## config.mk

```make
export PLATFORM = sky130hd
export DESIGN_NAME = seg_scan_driver
export DESIGN_NICKNAME = d
export VERILOG_FILES = /design/src/rtl/seg_pkg.sv /design/src/rtl/seg_hex_lut.sv /design/src/rtl/seg_scan_driver.sv
export SDC_FILE = /design/constraint.sdc
export NUM_CORES = 1
export LEC_CHECK = 0
export CAP_MARGIN = 20
export CORE_UTILIZATION = 50
export DETAILED_ROUTE_END_ITERATION = 10
export PLACE_DENSITY = 0.77
export RECOVER_POWER = 50
export SLEW_MARGIN = 30
export SYNTH_ARGS = -nofsm -noshare
export SYNTH_HDL_FRONTEND = slang
export SYNTH_SLANG_ARGS = --single-unit
```

## constraint.sdc

```tcl
create_clock -name clk -period 5.25 [get_ports clk]
set_clock_uncertainty 0.2 [all_clocks]
set_input_delay 1.05 -clock clk [delete_from_list [all_inputs] [get_ports clk]]
set_output_delay 1.05 -clock clk [all_outputs]
set_load 0.05 [all_outputs]
```

## src/rtl/seg_pkg.sv

```systemverilog
// Shared constants and helpers for the seven-segment scan path.
// Segment codes are active-low and ordered g..a.
package seg_pkg;

  localparam logic [7:0] SEG_OFF = 8'hFF;

  localparam logic [6:0] SEG_LUT [16] = '{
    7'h40, 7'h79, 7'h24, 7'h30, 7'h19, 7'h12, 7'h02, 7'h78,
    7'h00, 7'h10, 7'h08, 7'h03, 7'h46, 7'h21, 7'h06, 7'h0E
  };

  function automatic int idx_bits(input int n);
    return (n > 1) ? $clog2(n) : 1;
  endfunction

  function automatic int nib_lsb(input int d);
    return 4 * d;
  endfunction

endpackage

```

## src/rtl/seg_hex_lut.sv

```systemverilog
// Hex nibble to active-low g..a segment pattern.
module seg_hex_lut
  import seg_pkg::*;
(
  input  logic [3:0] nib,
  output logic [6:0] seg
);

  always_comb begin
    seg = SEG_LUT[nib];
  end

endmodule

```

## src/rtl/seg_scan_driver.sv

```systemverilog
// Multiplexed common-anode seven-segment driver with frame-synchronous
// double buffering and per-slot dead time for ghost suppression.
module seg_scan_driver
  import seg_pkg::*;
#(
  parameter int NUM_DIGITS = 6,
  parameter int SCAN_DIV   = 50000,
  parameter int BLANK_CYC  = 500
) (
  input  logic                    clk,
  input  logic                    rst_n,
  input  logic                    load,
  input  logic [4*NUM_DIGITS-1:0] data_in,
  input  logic [NUM_DIGITS-1:0]   blank_in,
  input  logic [NUM_DIGITS-1:0]   dp_in,
  output logic                    ready,
  output logic [NUM_DIGITS-1:0]   seg_sel,
  output logic [7:0]              seg_data
);

  localparam int CW = $clog2(SCAN_DIV);
  localparam int IW = idx_bits(NUM_DIGITS);
  localparam int DW = 4 * NUM_DIGITS;

  localparam logic [CW-1:0] CNT_LAST  = CW'(SCAN_DIV - 1);
  localparam logic [CW-1:0] BLANK_END = CW'(BLANK_CYC);
  localparam logic [IW-1:0] IDX_LAST  = IW'(NUM_DIGITS - 1);

  typedef struct packed {
    logic [DW-1:0]         data;
    logic [NUM_DIGITS-1:0] blank;
    logic [NUM_DIGITS-1:0] dp;
  } disp_t;

  localparam disp_t DISP_RST = '{data: '0, blank: '1, dp: '0};

  logic [CW-1:0]         cnt_q, cnt_d;
  logic [IW-1:0]         idx_q, idx_d;
  logic                  pend_q, pend_d;
  disp_t                 pbuf_q, pbuf_d;
  disp_t                 act_q, act_d;
  logic [NUM_DIGITS-1:0] seg_sel_q, seg_sel_d;
  logic [7:0]            seg_data_q, seg_data_d;

  logic                  frame_end;
  logic [3:0]            cur_nib;
  logic [6:0]            cur_seg;
  logic [NUM_DIGITS-1:0] sel_oh;

  seg_hex_lut u_lut (
    .nib (cur_nib),
    .seg (cur_seg)
  );

  always_comb begin
    frame_end = (cnt_q == CNT_LAST) && (idx_q == IDX_LAST);

    cnt_d = cnt_q + CW'(1);
    idx_d = idx_q;
    if (cnt_q == CNT_LAST) begin
      cnt_d = '0;
      idx_d = (idx_q == IDX_LAST) ? '0 : idx_q + IW'(1);
    end

    // Transfer and capture are exclusive: capture needs pend_q clear.
    pend_d = pend_q;
    pbuf_d = pbuf_q;
    act_d  = act_q;
    if (frame_end && pend_q) begin
      act_d  = pbuf_q;
      pend_d = 1'b0;
    end else if (load && !pend_q) begin
      pbuf_d = '{data: data_in, blank: blank_in, dp: dp_in};
      pend_d = 1'b1;
    end

    cur_nib = act_q.data[nib_lsb(int'(idx_q)) +: 4];
    sel_oh  = '0;
    sel_oh[idx_q] = 1'b1;

    seg_sel_d  = '1;
    seg_data_d = SEG_OFF;
    if (cnt_q >= BLANK_END && !act_q.blank[idx_q]) begin
      seg_sel_d  = ~sel_oh;
      seg_data_d = {~act_q.dp[idx_q], cur_seg};
    end
  end

  always_ff @(posedge clk) begin
    if (!rst_n) begin
      cnt_q      <= '0;
      idx_q      <= '0;
      pend_q     <= 1'b0;
      pbuf_q     <= DISP_RST;
      act_q      <= DISP_RST;
      seg_sel_q  <= '1;
      seg_data_q <= SEG_OFF;
    end else begin
      cnt_q      <= cnt_d;
      idx_q      <= idx_d;
      pend_q     <= pend_d;
      pbuf_q     <= pbuf_d;
      act_q      <= act_d;
      seg_sel_q  <= seg_sel_d;
      seg_data_q <= seg_data_d;
    end
  end

  assign ready    = ~pend_q;
  assign seg_sel  = seg_sel_q;
  assign seg_data = seg_data_q;

endmodule

```

==> impl_metrics.env <==
export IMPL_status="complete, but fails checks"
export IMPL_violations="capacitance limit, slew limit"
export IMPL_place_congestion=0.825
export IMPL_finalSetupViolations=0
export IMPL_fillCellCount=732
export IMPL_min_period_ns=3.57
export IMPL_cts_buffer_depth=2
export IMPL_slew_violations=31
export IMPL_ir_drop_mv=0.137
export IMPL_drc=0
export IMPL_grt_use_total_pct=21.7
export IMPL_numClockSinks=106
export IMPL_path_cells="dlygate4sd3_1 -> nor2b_1 -> clkbuf_1 -> nand2_1 -> a21oi_1"
export IMPL_swShare_pct=23.1
export IMPL_grt_max_degree=65
export IMPL_grt_pass1_vias=3411
export IMPL_fin_nets=608
export IMPL_mostFrequentLayoutCell="nand2_1"
export IMPL_dieHeight_um=95.5
export IMPL_clk_latency_ns=0.37
export IMPL_io_pins=54
export IMPL_cp_slowest_cell="nor2b_1"
export IMPL_viasPerCell=5.34
export IMPL_post_cts_setup_buffer_count=0
export IMPL_post_cts_resized=0
export IMPL_ctsRootBufferMaster="clkbuf_8"
export IMPL_max_freq_mhz=280
export IMPL_cts_htree_levels=3
export IMPL_slew_headroom_pct=-30.6
export IMPL_initial_core_util_pct=52.4
export IMPL_dieArea_um2=9110
export IMPL_synth_seq_cells=106
export IMPL_worst_path_buf_inv=2
export IMPL_p_per_area_nw_per_um2=288
export IMPL_syn_area_um2=4370
export IMPL_synthDistinctLibCells=49
export IMPL_combPwrFrac_pct=5.6
export IMPL_final_cell_mix="nand2_1, dfxtp_1, a21oi_1"
export IMPL_vias=3581
export IMPL_hp_class="reg2reg"
export IMPL_dp_hpwl_um=6300
export IMPL_reg2reg_from="idx_q[0]"
export IMPL_layout_worst_path_cycle_share_pct=67.9
export IMPL_synth_avg_cell_area_um2=8.37
export IMPL_power_internal_mw=1.14
export IMPL_p_seq_share_pct=56.2
export IMPL_path_class="in2reg"
export IMPL_gr_total_overflow=0
export IMPL_timing_final_ws_setup_ns=1.68
export IMPL_cts_tree="done"
export IMPL_synth_edf_count=0
export IMPL_cts_hold_buf=0
export IMPL_power_switching_mw=0.342
export IMPL_diodes=0
export IMPL_rows=33
export IMPL_post_drt_wl_per_cell_um=13.6
export IMPL_r2r_slack_ns=2.48
export IMPL_cts_clk_slew_worst_paths_ns=0.10
export IMPL_firstDrtPassIters=4
export IMPL_path_delay_family="simple AND/OR/NAND/NOR gates"
export IMPL_synthCells=522
export IMPL_area_growth_pct=18.2
export IMPL_path_max_fanout=30
export IMPL_r2r_cells=7
export IMPL_io_buffers=53
export IMPL_start_kind="input pin"
export IMPL_critPathLaunch="load"
export IMPL_tightestPinTransition_ns=1.96
export IMPL_cpPeakStageDelay_ns=1.48
export IMPL_drive_gt1_share_pct=6.71
export IMPL_yosysSeqAreaShare_pct=48.6
export IMPL_fin_tns_setup_ns=0
export IMPL_p_clk_share_pct=38.3
export IMPL_yosysWarnings=0
export IMPL_crit_arrival_ns=3.66
export IMPL_cts_buffers=9
export IMPL_routed_wl_um=9130
export IMPL_async_reset_ff_share_pct=0
export IMPL_grt_pass1_wl_um=15300
export IMPL_ant_nets=0
export IMPL_drt_iter0_drc=196
export IMPL_crit_required_ns=5.35
export IMPL_coreArea_um2=8340
export IMPL_chipWidth_um=95.5
export IMPL_final_hold_viol_count=0
export IMPL_cap_violations=1
export IMPL_ys_flop_type="dfxtp_1"
export IMPL_place_ws_ns=1.95
export IMPL_r2r_end="seg_data[0]"
export IMPL_synth_nets=569
export IMPL_rsz0062_at_grt="no"
export IMPL_power_leakage_nw=1.83
export IMPL_crit_end="pbuf_q[13]"
export IMPL_antenna_found_initial=0
export IMPL_crit_path_end_kind="flop"
export IMPL_timing_hold_ws_ns=0.256
export IMPL_crit_cells=5
==> per-stage QoR <==
stage | power (mW) | cell area (um^2) | instances | utilization (%)
detailed placement | 0.937 | 4940 | 655 | 59.2
CTS | 1.50 | 5170 | 671 | 62.0
finish | 1.49 | 5160 | 671 | 61.9
global route | 1.53 | 5160 | 671 | 61.9
floorplan | 0.893 | 4370 | 522 | -
global placement | 0.933 | 4930 | 655 | 59.1
==> flip-flops by register name, indices dropped and copies added, names as in the netlist <==
name / flops
act_q: 36
pbuf_q: 36
cnt_q: 16
seg_data: 8
seg_sel: 6
idx_q: 3
pend_q: 1
==> layout make-up <==
class,instances,area (um^2),share of cell area (%)
clock buffer,10,128,2.47
inverter,11,41.3,0.800
sequential,106,2120,41.1
tap,105,131,2.54
multi-input combinational,376,2080,40.2
timing repair buffer,57,557,10.8
clock inverter,6,105,2.04
==> routing by layer <==
metal  track usage, %  wire (um)
met3             4.31        365
met5                0          0
met4             8.21        126
met1             26.7       4110
met2             37.4       4520
==> worst min path at each step <==
stage	from	end	slack, ns	cells after the start
after floorplan	act_q[21]	act_q[21]	0.23	2
after global placement	act_q[27]	act_q[27]	0.24	2
after detailed placement	act_q[12]	act_q[12]	0.24	2
after CTS	act_q[12]	act_q[12]	0.26	2
after global routing	pbuf_q[1]	pbuf_q[1]	0.28	2
final	act_q[29]	act_q[29]	0.26	2
==> worst register-to-register path: stages (launching register included) <==
cell and delay, ns:
dfxtp_2 0.68, mux4_2 0.59, a22oi_1 0.42, inv_1 0.14, ha_1 0.27, o21ai_0 0.10, o31a_1 0.17, o211ai_1 0.09
==> Yosys cell counts, drive strengths merged, types with 2 or more instances <==
| library cell | number | area (um^2) |
|---|---|---|
| nand2 | 167 | 627 |
| dfxtp | 106 | 2120 |
| a21oi | 64 | 320 |
| nor2 | 23 | 86.3 |
| clkbuf | 21 | 78.8 |
| nand3 | 20 | 100 |
| inv | 11 | 41.3 |
| mux2i | 9 | 90.1 |
| buf | 8 | 55.1 |
| ha | 8 | 100 |
| o21ai | 7 | 35.0 |
| xnor2 | 7 | 61.3 |
| xor2 | 7 | 61.3 |
| nand4 | 6 | 37.5 |
| mux2 | 5 | 56.3 |
| mux4 | 5 | 113 |
| nor3 | 5 | 30.0 |
| or3 | 5 | 31.3 |
| nor2b | 4 | 25.0 |
| nand2b | 3 | 18.8 |
| or4 | 3 | 26.3 |
| and4 | 2 | 17.5 |
| o2111ai | 2 | 17.5 |
| o221ai | 2 | 17.5 |
| o31a | 2 | 17.5 |
| or2 | 2 | 12.5 |
==> power by group through the flow <==
stage                     clock (mW)  combinational, mW  sequential (mW)
final                          0.568             0.0826            0.834
after global routing           0.605             0.0923            0.837
after CTS                      0.581             0.0845            0.835
after detailed placement           0             0.0838            0.853
after global placement             0             0.0812            0.852
after floorplan                    0             0.0441            0.849
==> logic make-up after synthesis <==
kind of cell / count (synthesis) / synth area share, %
simple gates: 246 / 24.8
flops: 106 / 48.6
compound gates: 89 / 11.6
buf+inv: 40 / 4.01
mux: 19 / 5.93
xor+xnor: 14 / 2.81
fa+ha+maj: 8 / 2.29
No activity file was read; power rests on OpenSTA's default activity.
